## src/rtl/shift_register_universal.sv

```systemverilog
// Universal DEPTH x WIDTH shift register: shift up/down, parallel load, saturating fill count.
// Latency: one enabled edge per stage; SI reaches SO_HI after DEPTH enabled shift-up edges.
// Backpressure: none; ce=0 freezes all state. Optional rotate input via SHIFT_REG_ROTATE_EN.
module shift_register_universal #(
  parameter int unsigned     WIDTH = 1,
  parameter int unsigned     DEPTH = 4,
  parameter logic [WIDTH-1:0] INIT = '0
) (
  input  logic                       clk,
  input  logic                       resetn,
  input  logic                       ce,
  input  logic [1:0]                 mode,
  input  logic [WIDTH-1:0]           si,
  input  logic [WIDTH*DEPTH-1:0]     pi,
`ifdef SHIFT_REG_ROTATE_EN
  input  logic                       rot,
`endif
  output logic [WIDTH-1:0]           so_hi,
  output logic [WIDTH-1:0]           so_lo,
  output logic [WIDTH*DEPTH-1:0]     po,
  output logic [$clog2(DEPTH+1)-1:0] fill,
  output logic                       full
);

  localparam int unsigned FW = $clog2(DEPTH + 1);
  localparam int unsigned TW = WIDTH * DEPTH;
  localparam logic [FW-1:0] FILL_MAX = FW'(DEPTH);

  localparam logic [1:0] MODE_HOLD  = 2'b00;
  localparam logic [1:0] MODE_UP    = 2'b01;
  localparam logic [1:0] MODE_DOWN  = 2'b10;
  localparam logic [1:0] MODE_LOAD  = 2'b11;

  // Stage k lives at data_q[k*WIDTH +: WIDTH]; stage 0 is the low word.
  logic [TW-1:0] data_q, data_d;
  logic [FW-1:0] fill_q, fill_d;
  logic          full_q;
  logic          rot_en;

`ifdef SHIFT_REG_ROTATE_EN
  assign rot_en = rot;
`else
  assign rot_en = 1'b0;
`endif

  // Next-state selection for data and fill count; rotation recirculates the end stage and keeps fill.
  always_comb begin
    data_d = data_q;
    fill_d = fill_q;
    case (mode)
      MODE_UP: begin
        if (rot_en) begin
          data_d = {data_q[TW-WIDTH-1:0], data_q[TW-1 -: WIDTH]};
        end else begin
          data_d = {data_q[TW-WIDTH-1:0], si};
          fill_d = (fill_q == FILL_MAX) ? fill_q : fill_q + 1'b1;
        end
      end
      MODE_DOWN: begin
        if (rot_en) begin
          data_d = {data_q[WIDTH-1:0], data_q[TW-1:WIDTH]};
        end else begin
          data_d = {si, data_q[TW-1:WIDTH]};
          fill_d = (fill_q == FILL_MAX) ? fill_q : fill_q + 1'b1;
        end
      end
      MODE_LOAD: begin
        data_d = pi;
        fill_d = FILL_MAX;
      end
      MODE_HOLD: begin
        data_d = data_q;
        fill_d = fill_q;
      end
      default: begin
        data_d = data_q;
        fill_d = fill_q;
      end
    endcase
  end

  // State registers: synchronous reset wins over enable; full tracks fill on the same edge.
  always_ff @(posedge clk) begin
    if (!resetn) begin
      data_q <= {DEPTH{INIT}};
      fill_q <= '0;
      full_q <= 1'b0;
    end else if (ce) begin
      data_q <= data_d;
      fill_q <= fill_d;
      full_q <= (fill_d == FILL_MAX);
    end
  end

  assign po    = data_q;
  assign so_lo = data_q[WIDTH-1:0];
  assign so_hi = data_q[TW-1 -: WIDTH];
  assign fill  = fill_q;
  assign full  = full_q;

endmodule
```

## config.mk

```make
export PLATFORM = sky130hd
export DESIGN_NAME = shift_register_universal
export DESIGN_NICKNAME = d
export VERILOG_FILES = /design/src/rtl/shift_register_universal.sv
export SDC_FILE = /design/constraint.sdc
export NUM_CORES = 1
export LEC_CHECK = 0
export CAP_MARGIN = 20
export CELL_PAD_IN_SITES_DETAIL_PLACEMENT = 0
export CELL_PAD_IN_SITES_GLOBAL_PLACEMENT = 2
export CORE_ASPECT_RATIO = 0.9
export CORE_UTILIZATION = 25
export CTS_CLUSTER_DIAMETER = 80
export CTS_CLUSTER_SIZE = 8
export DETAILED_ROUTE_END_ITERATION = 10
export PLACE_DENSITY_LB_ADDON = 0.1
export SYNTH_ARGS = -nofsm -noshare
export SYNTH_HDL_FRONTEND = slang
export SYNTH_SLANG_ARGS = --single-unit
```

## constraint.sdc

```tcl
create_clock -name clk -period 2.1 [get_ports clk]
set_input_delay 0.21 -clock clk [delete_from_list [all_inputs] [get_ports clk]]
set_output_delay 0.21 -clock clk [all_outputs]
set_load 0.02 [all_outputs]
```

==> results of run 1 <==
[report_power, final]
part | leakage (nW) | internal [mW] | switching, mW | total [mW]
Clock | 0.0138 | 0.0656 | 0.0554 | 0.121
Sequential | 0.0659 | 0.162 | 0.0130 | 0.175
Combinational | 0.225 | 0.0638 | 0.0620 | 0.126
Total | 0.305 | 0.292 | 0.130 | 0.422
[metrics by stage]
step	cell area, um^2	setup WS, ns	std cells
floorplan	548.0	0.5885	63
global placement	743.2	0.1612	104
detailed placement	743.2	0.1405	104
CTS	765.7	0.3710	107
global route	765.7	0.2288	107
finish	765.7	0.3701	107
[routing by layer]
layer / routed length (um) / vias to the layer above
li1: - / 269
met1: 751 / 221
met2: 524 / 10
met3: 29 / 2
met4: 12 / 0
met5: 0 / -
[cells in the mapped netlist]
| cell | n |
|---|---|
| a211oi_2 | 1 |
| inv_1 | 6 |
| dfxtp_1 | 8 |
| and2b_1 | 1 |
| o311a_1 | 1 |
| a21boi_0 | 1 |
| a22oi_1 | 4 |
| buf_6 | 1 |
| and4b_4 | 1 |
| nand3_1 | 1 |
| nor2_1 | 2 |
| a31oi_1 | 4 |
| nand3b_1 | 2 |
| nand4_1 | 1 |
| nand2_1 | 7 |
| buf_4 | 2 |
| o211a_1 | 1 |
| nor2b_1 | 1 |
| o21ai_0 | 5 |
| o21ai_1 | 1 |
| and3b_1 | 1 |
| ha_1 | 6 |
| o2111ai_1 | 2 |
| mux2i_1 | 2 |
| nor3_1 | 1 |
[flip-flops by register name (all words and copies together) (netlist names)]
| signal | flops |
|---|---|
| po | 4 |
| full | 1 |
| fill | 3 |
[worst max-delay path: cells and delay by family]
kind	cells	cell delay, ns
buffers and inverters	2	0.56
multiplexers	1	0.11
AND/OR/NAND/NOR	2	0.37
AO/OA/AOI/OAI	1	0.24
adder cells (fa/ha/maj)	1	0.42
[worst max-delay path by stage]
stage               startpoint  endpoint  slack [ns]  cells past startpoint
floorplan              fill[0]      full        0.59                      6
global placement       mode[0]   fill[2]        0.16                      7
detailed placement     mode[0]   fill[2]        0.14                      7
CTS                    mode[0]   fill[2]        0.37                      7
global route           mode[0]   fill[2]        0.23                      7
finish                 mode[0]   fill[2]        0.37                      7
[cell usage in the layout, fill, tap and decap left out]
master,instances
a31oi_1,4
nand3b_1,2
and4b_4,1
o21ai_1,1
a21boi_0,1
o2111ai_1,2
nand2_1,7
inv_1,6
o21ai_0,5
ha_1,6
clkdlybuf4s50_1,19
nor3_1,1
and3b_1,1
nor2b_1,1
nand3_1,1
and2b_1,1
o211a_1,1
o311a_1,1
nor2_1,2
clkbuf_4,3
mux2i_1,2
a211oi_2,1
a22oi_1,4
dfxtp_1,8
nand4_1,1
[cell type report]
cell class	instances	area (um^2)	share of cell area
multi-input combinational	46	339.1	0.4428
timing repair buffer	19	190.2	0.2484
sequential	8	160.2	0.2092
tap	25	31.28	0.04085
clock buffer	3	22.52	0.02941
inverter	6	22.52	0.02941
[logic make-up (layout without fill, tap and decap cells)]
logic type / Yosys count / count (layout) / synth area share
adders and majority gates: 6 / 6 / 0.1370
DFF: 8 / 8 / 0.2922
AOI/OAI and AO/OA: 20 / 20 / 0.2603
and+or+nand+nor: 18 / 18 / 0.1849
muxes: 2 / 2 / 0.03653
buffers and inverters: 9 / 28 / 0.08903
==> metrics, run 1 <==
status completed; Tmin final about 1.7 ns; setup violators final 0; Area contributors post-synth dfxtp_1 (29%), ha_1 (14%), a22oi_1 (5.5%), nand2_1 (4.8%), a31oi_1 (4.6%); area leader, netlist dfxtp_1; DRT iter0 DRCs 5; PD cells around 550 nW/um^2; WP data required 2.28 ns; MaxCap Viol Count 0; synthesis-to-finish area growth 39.73%; Sink Count 8; Worst Hold Path EP full; Routed WL per cell ~12 um; VDD IR max 0.3363 mV; GRT met2 Usage 0.1500; largest net degree at the start of global routing 10; DR vias/cell 4.692; gr busiest metal met1; CP max stage delay 0.48 ns; PostCTS Resize Cnt 0; Hold/Removal Path Class reg -> reg; hold_buf cts 0; global-route wire length before repair 2056 um; Slew @ Worst Pin 0.3109 ns; Synth Net Count 79; RSZ-0062 raised after global routing no; CP startpoint kind input pin; vias in the first global route 417; initial antenna violation count 0; Slew Limit Fails 0; reg2reg end full; CTS Buf Count 3; hold path depth 2; post-synth top area share 0.2922; global routing usage on met3 0.03960; ANT nets after route 0; via count 502; library cells used by synthesis 25; FF-to-FF path depth 6; sequential share of the synthesized area 0.2922; detailed placement HPWL 1030 um; Seq cells post-synth 8; P_leak slightly above 0.3 nW; drt total wl 1317 um; Clock transition at path regs around 0.05 ns; CTS tree yes; IO Pins 20; CP max-delay cell clkdlybuf4s50_1; worst path cell trace clkdlybuf4s50_1 > inv_1 > ha_1 > and4b_4 > a211oi_2 > mux2i_1 > nor2b_1; setup TNS 0 ns; clock tree buffer depth 2; Slew headroom 0.7921; final hold violation count 0; Ant. Diodes 0; crit share post-route 0.8238; CTS root buf clkbuf_4; Syn. warnings 0; initial core utilization 0.2755; core area 1989 um^2; synthesized cell area 548.0 um^2; Fmax achieved 578.1 MHz; Hold Startpoint full; PortBufs 19; post-CTS setup buffer count 0; CP Capture Type register; Worst Path Max Fanout 9; first-pass iteration count of the detailed router 4; Total Power 422.3 uW; reg2reg setup slack about 0.60 ns; H-tree levels 1; cells after synthesis 63; GP Congestion 0.7457; Worst EP arrival 1.91 ns; Final #Nets 100; GRT met1 Usage 0.1953; chip height 46.42 um; Final Hold Slack 0.4912 ns; layout cells sized above 1 0.06098; FILL cells around 230; Post-Route Utilization 0.3849; Global Route Usage Sum 0.1252; DRC 0; global route total overflow 0; Total Die Area 2383 um^2; clock skew 0.01103 ns; die width 51.35 um; r2r startpoint fill[0]; worst skew pair latency 0.26 ns; Rows 15; type of the worst setup path in -> reg; Synth Area per Inst 8.699 um^2
Note: power is estimated with default switching activity, not from simulation.
==> inputs of run 2 (changes only) <==
--- a/config.mk
+++ b/config.mk
@@ -9,7 +9,7 @@
 export CELL_PAD_IN_SITES_DETAIL_PLACEMENT = 0
 export CELL_PAD_IN_SITES_GLOBAL_PLACEMENT = 2
 export CORE_ASPECT_RATIO = 0.9
-export CORE_UTILIZATION = 25
+export CORE_UTILIZATION = 21
 export CTS_CLUSTER_DIAMETER = 80
 export CTS_CLUSTER_SIZE = 8
 export DETAILED_ROUTE_END_ITERATION = 10
==> constraint.sdc (replaced) <==
create_clock -name clk -period 1.42 [get_ports clk]
set_input_delay 0.142 -clock clk [delete_from_list [all_inputs] [get_ports clk]]
set_output_delay 0.142 -clock clk [all_outputs]
set_load 0.02 [all_outputs]
==> metrics, run 2 (same netlist as run 1, synthesis figures left out) <==
PD cells 735.6 nW/um^2; largest net degree at the start of global routing 9; type of the worst setup path reg -> out; vias in the first global route 502; r2r startpoint fill[0]; worst path cell trace clkdlybuf4s50_1; DR vias/cell 4.694; synthesis-to-finish area growth 64.16%; detailed placement HPWL 1126 um; Final Hold Slack 0.4940 ns; Routed WL per cell 11.98 um; global-route wire length before repair around 2400 um; Hold/Removal Path Class reg -> reg; IO Pins 20; Fmax achieved ~750 MHz; reg2reg setup slack roughly 0.10 ns; cell family with most CP delay buffers and inverters; Final #Nets roughly 110; final hold violation count 0; CTS root buf clkbuf_4; FF-to-FF path depth 6; via count 568; PortBufs 19; DRC 0; reg2reg end full; status completed; Total Die Area 2818 um^2; hold path depth 2; Tmin final 1.326 ns; post-route setup slack 0.09359 ns; CP max stage delay 0.60 ns; Total Power 661.7 uW; die width 55.85 um; MaxCap Viol Count 0; CTS Buf Count 3; core area around 2500 um^2; P_leak 0.4780 nW; ANT nets after route 0; Global Route Usage Sum 0.1091; initial core utilization 0.2221; CP startpoint kind register; layout cells sized above 1 0.2688; commonest non-fill, non-tap cell in the layout buf_4; CP max-delay cell clkdlybuf4s50_1; RSZ-0062 raised after global routing no; WP data required roughly 1.3 ns; Sink Count 8; Worst Hold Path EP full; Largest register FFs 4; DRT iter0 DRCs 7; Slew Limit Fails 0; Worst Path Max Fanout 2; Worst Path Buf+Inv 1; H-tree levels 1; drt total wl 1450 um; initial antenna violation count 0; CTS tree yes; clock tree buffer depth 2; commonest cells after routing, fill and taps aside buf_4 (11), clkdlybuf4s50_1 (8), dlymetal6s2s_1 (8), nand2_1 (7), dfxtp_1 (6); Ant. Diodes 0; Rows 17; Clock transition at path regs 0.06 ns; crit share post-route 0.9341; hold_buf cts 0; dpl ws -0.3664 ns; Slew @ Worst Pin 0.3719 ns; Worst EP arrival around 1.2 ns; CP Capture Type primary output; Hold Startpoint full; global route total overflow 0; VDD IR max 0.4258 mV; first-pass iteration count of the detailed router 4; worst skew pair latency 0.25 ns; setup violators final 0; chip height between 50 and 60 um; clock skew 0.004458 ns; Slew headroom 0.7502; GP Congestion 0.7712
run 2: how the worst max path moves through the flow:
stage / start / endpoint / slack [ns] / cells after the start
final: full / full / 0.09 / 1
after CTS: mode[0] / fill[2] / 0.0008 / 8
after floorplan: fill[0] / full / 0.02 / 6
after detailed placement: mode[0] / fill[2] / -0.37 / 7
after global placement: mode[0] / fill[2] / -0.38 / 7
after global routing: fill[0] / fill[2] / 0.02 / 6
run 2: where the power goes:
group	internal, mW	total (mW)	switching (mW)
registers	0.241	0.255	0.0141
logic	0.119	0.227	0.108
clock network	0.0971	0.179	0.0823
total	0.457	0.662	0.205
run 2: metrics by stage:
stage                     area [um^2]  utilization  setup TNS, ns  std cells
after floorplan                 550.5            -              0         63
after global placement          824.5       0.3342         -2.440        117
after detailed placement        824.5       0.3342         -2.286        117
after CTS                       857.1       0.3474              0        120
after global routing            899.6       0.3646              0        121
final                           899.6       0.3646              0        121
run 2: what timing repair did:
item / in CTS / in global routing
endpoints found under the setup margin: 7 / 12
buffers inserted: 0 / 1
resized for setup: 5 / 16
pin swaps: 1 / 2
run 2: area by class of cell:
class / instances / area [um^2]
fill: 268 / 1568
inverter: 6 / 22.52
timing repair buffer: 30 / 289.0
tap: 28 / 35.03
multi-input combinational: 46 / 367.9
sequential: 8 / 162.7
clock buffer: 3 / 22.52
run 2: routing by layer:
| metal | track usage | vias to the layer above | wire length, um | part of all wire |
|---|---|---|---|---|
| met4 | 0.01220 | 0 | 0 | 0 |
| met5 | 0 | - | 0 | 0 |
| met3 | 0.05155 | 0 | 104 | 0.072 |
| met1 | 0.1633 | 257 | 764 | 0.53 |
| met2 | 0.1426 | 22 | 581 | 0.40 |
| li1 | - | 289 | - | - |
run 2: worst min-delay path, delay by kind of cell, from the launching register on:
kind             cells  cell delay, ns
AO/OA/AOI/OAI        1            0.06
flip-flops           1            0.31
AND/OR/NAND/NOR      1            0.08
==> inputs of run 3 (changes only) <==
--- a/config.mk
+++ b/config.mk
@@ -5,6 +5,7 @@
 export SDC_FILE = /design/constraint.sdc
 export NUM_CORES = 1
 export LEC_CHECK = 0
+export ABC_AREA = 0
 export CAP_MARGIN = 20
 export CELL_PAD_IN_SITES_DETAIL_PLACEMENT = 0
 export CELL_PAD_IN_SITES_GLOBAL_PLACEMENT = 2
==> constraint.sdc (replaced) <==
create_clock -name clk -period 1.1 [get_ports clk]
set_input_delay 0.11 -clock clk [delete_from_list [all_inputs] [get_ports clk]]
set_output_delay 0.11 -clock clk [all_outputs]
set_load 0.02 [all_outputs]
==> metrics, run 3 (same netlist as run 1, synthesis figures left out) <==
status complete, but fails checks; failing checks setup timing; GRT met2 Usage 0.2068; DRC 0; Final #Nets approximately 110; ANT nets after route 0; Worst EP arrival between 1 and 1.5 ns; Slew Limit Fails 0; global-route wire length before repair 2656 um; hold_buf cts 0; Largest register FFs 4; vias in the first global route 601; global routing usage on met3 0.05412; synthesis-to-finish area growth 74.43%; type of the worst setup path reg -> reg; CTS tree yes; commonest non-fill, non-tap cell in the layout buf_4; Rows 17; initial antenna violation count 0; chip height a little over 50 um; crit share post-route 1.188; first-pass iteration count of the detailed router 4; Hold/Removal Path Class in -> reg; GRT met1 Usage 0.1511; gr busiest metal met2; core area 2467 um^2; FF-to-FF path depth 6; CTS root buf clkbuf_4; commonest cells after routing, fill and taps aside buf_4 (14), clkdlybuf4s50_1 (7), nand2_1 (6), dfxtp_1 (5), dlygate4sd2_1 (5); RSZ-0062 raised after global routing yes; P_leak 0.4096 nW; CTS Buf Count 3; Worst Path Buf+Inv 1; cell family with most CP delay compound AO/OA/AOI/OAI gates; CP max-delay cell dfxtp_4; DR vias/cell 4.734; WP data required ~1.3 ns; clock skew around 0.0012 ns; drt total wl ~1600 um; worst skew pair latency 0.26 ns; via count approximately 600; detailed placement HPWL 1161 um; Global Route Usage Sum 0.1245; r2r startpoint fill[1]; largest net degree at the start of global routing 10; setup violators final 4; worst path cell trace inv_4 > ha_4 > and3b_1 > o311a_1 > nand2_1 > o21ai_1; Clock transition at path regs 0.06 ns; initial core utilization 0.2221; reg2reg setup slack -0.21 ns; Tmin final between 1 and 1.5 ns; Slew headroom 0.8539; VDD IR max between 0.5 and 0.6 mV; post-route setup slack -0.2073 ns; Sink Count 8; hold path depth 5; final hold violation count 0; FILL cells 275; PortBufs 19; H-tree levels 1; Post-Route Utilization 0.3874; GP Congestion 0.7317; layout cells sized above 1 0.4479; global route total overflow 0; clock tree buffer depth 2; die width 55.85 um; Fmax achieved around 760 MHz; Worst Path Max Fanout 4; PD cells 952.9 nW/um^2; Worst Hold Path EP po[1]; dpl ws -0.6920 ns; CP max stage delay roughly 0.37 ns; DRT iter0 DRCs 13; Slew @ Worst Pin 0.2148 ns; CP Capture Type register; Total Die Area 2818 um^2; reg2reg end full; CP startpoint kind register; Ant. Diodes 0; IO Pins 20; MaxCap Viol Count 0; Hold Startpoint mode[0]; Routed WL per cell 12.95 um
run 3: how the worst max path moves through the flow:
| stage | start | to | slack [ns] | cells after the start |
|---|---|---|---|---|
| floorplan | fill[1] | full | -0.21 | 6 |
| global placement | mode[0] | fill[2] | -0.66 | 7 |
| finish | fill[1] | full | -0.21 | 6 |
| global route | fill[0] | full | -0.25 | 6 |
| CTS | fill[1] | full | -0.19 | 6 |
| detailed placement | mode[0] | fill[2] | -0.69 | 7 |
run 3: worst min-delay path, stage by stage:
cell and delay, ns:
buf_2 0.12, ha_4 0.19, nor2_2 0.07, nand2_1 0.07, a31oi_1 0.07
run 3: report_power, final:
group,leakage [nW],internal [mW],switching (mW)
logic,0.328,0.177,0.167
clock network,0.0138,0.126,0.112
registers,0.0676,0.310,0.0189
run 3: final cells by class:
type                       instances  area, um^2  area share
timing repair buffer              33       270.3      0.2827
multi-input combinational         46       431.7      0.4516
clock buffer                       3       22.52     0.02356
inverter                           6       27.53     0.02880
sequential                         8       168.9      0.1767
tap                               28       35.03     0.03665
run 3: per-stage QoR:
stage | setup TNS [ns] | power (mW) | cells | hold slack [ns] | instance area, um^2
floorplan | -0.4702 | 0.4886 | 63 | 0.2382 | 568.0
global placement | -4.809 | 0.6477 | 121 | 0.4717 | 872.1
detailed placement | -4.888 | 0.6449 | 121 | 0.4676 | 872.1
CTS | -0.5222 | 0.9005 | 124 | 0.4733 | 937.1
global route | -0.8230 | 0.9696 | 124 | 0.4491 | 955.9
finish | -0.5836 | 0.9109 | 124 | 0.4239 | 955.9
run 3: per-layer routing:
metal,share of wire,vias to the layer above
met5,0,-
met4,0,0
met3,0.085,0
met2,0.45,23
met1,0.46,267
li1,-,297
run 3: what timing repair did:
action | 4_1_cts | 5_1_grt
hold endpoints to repair | 0 | 0
buffers inserted | 0 | 1
resized for setup | 33 | 16
pin swaps | 8 | 8
setup endpoints to repair | 18 | 12
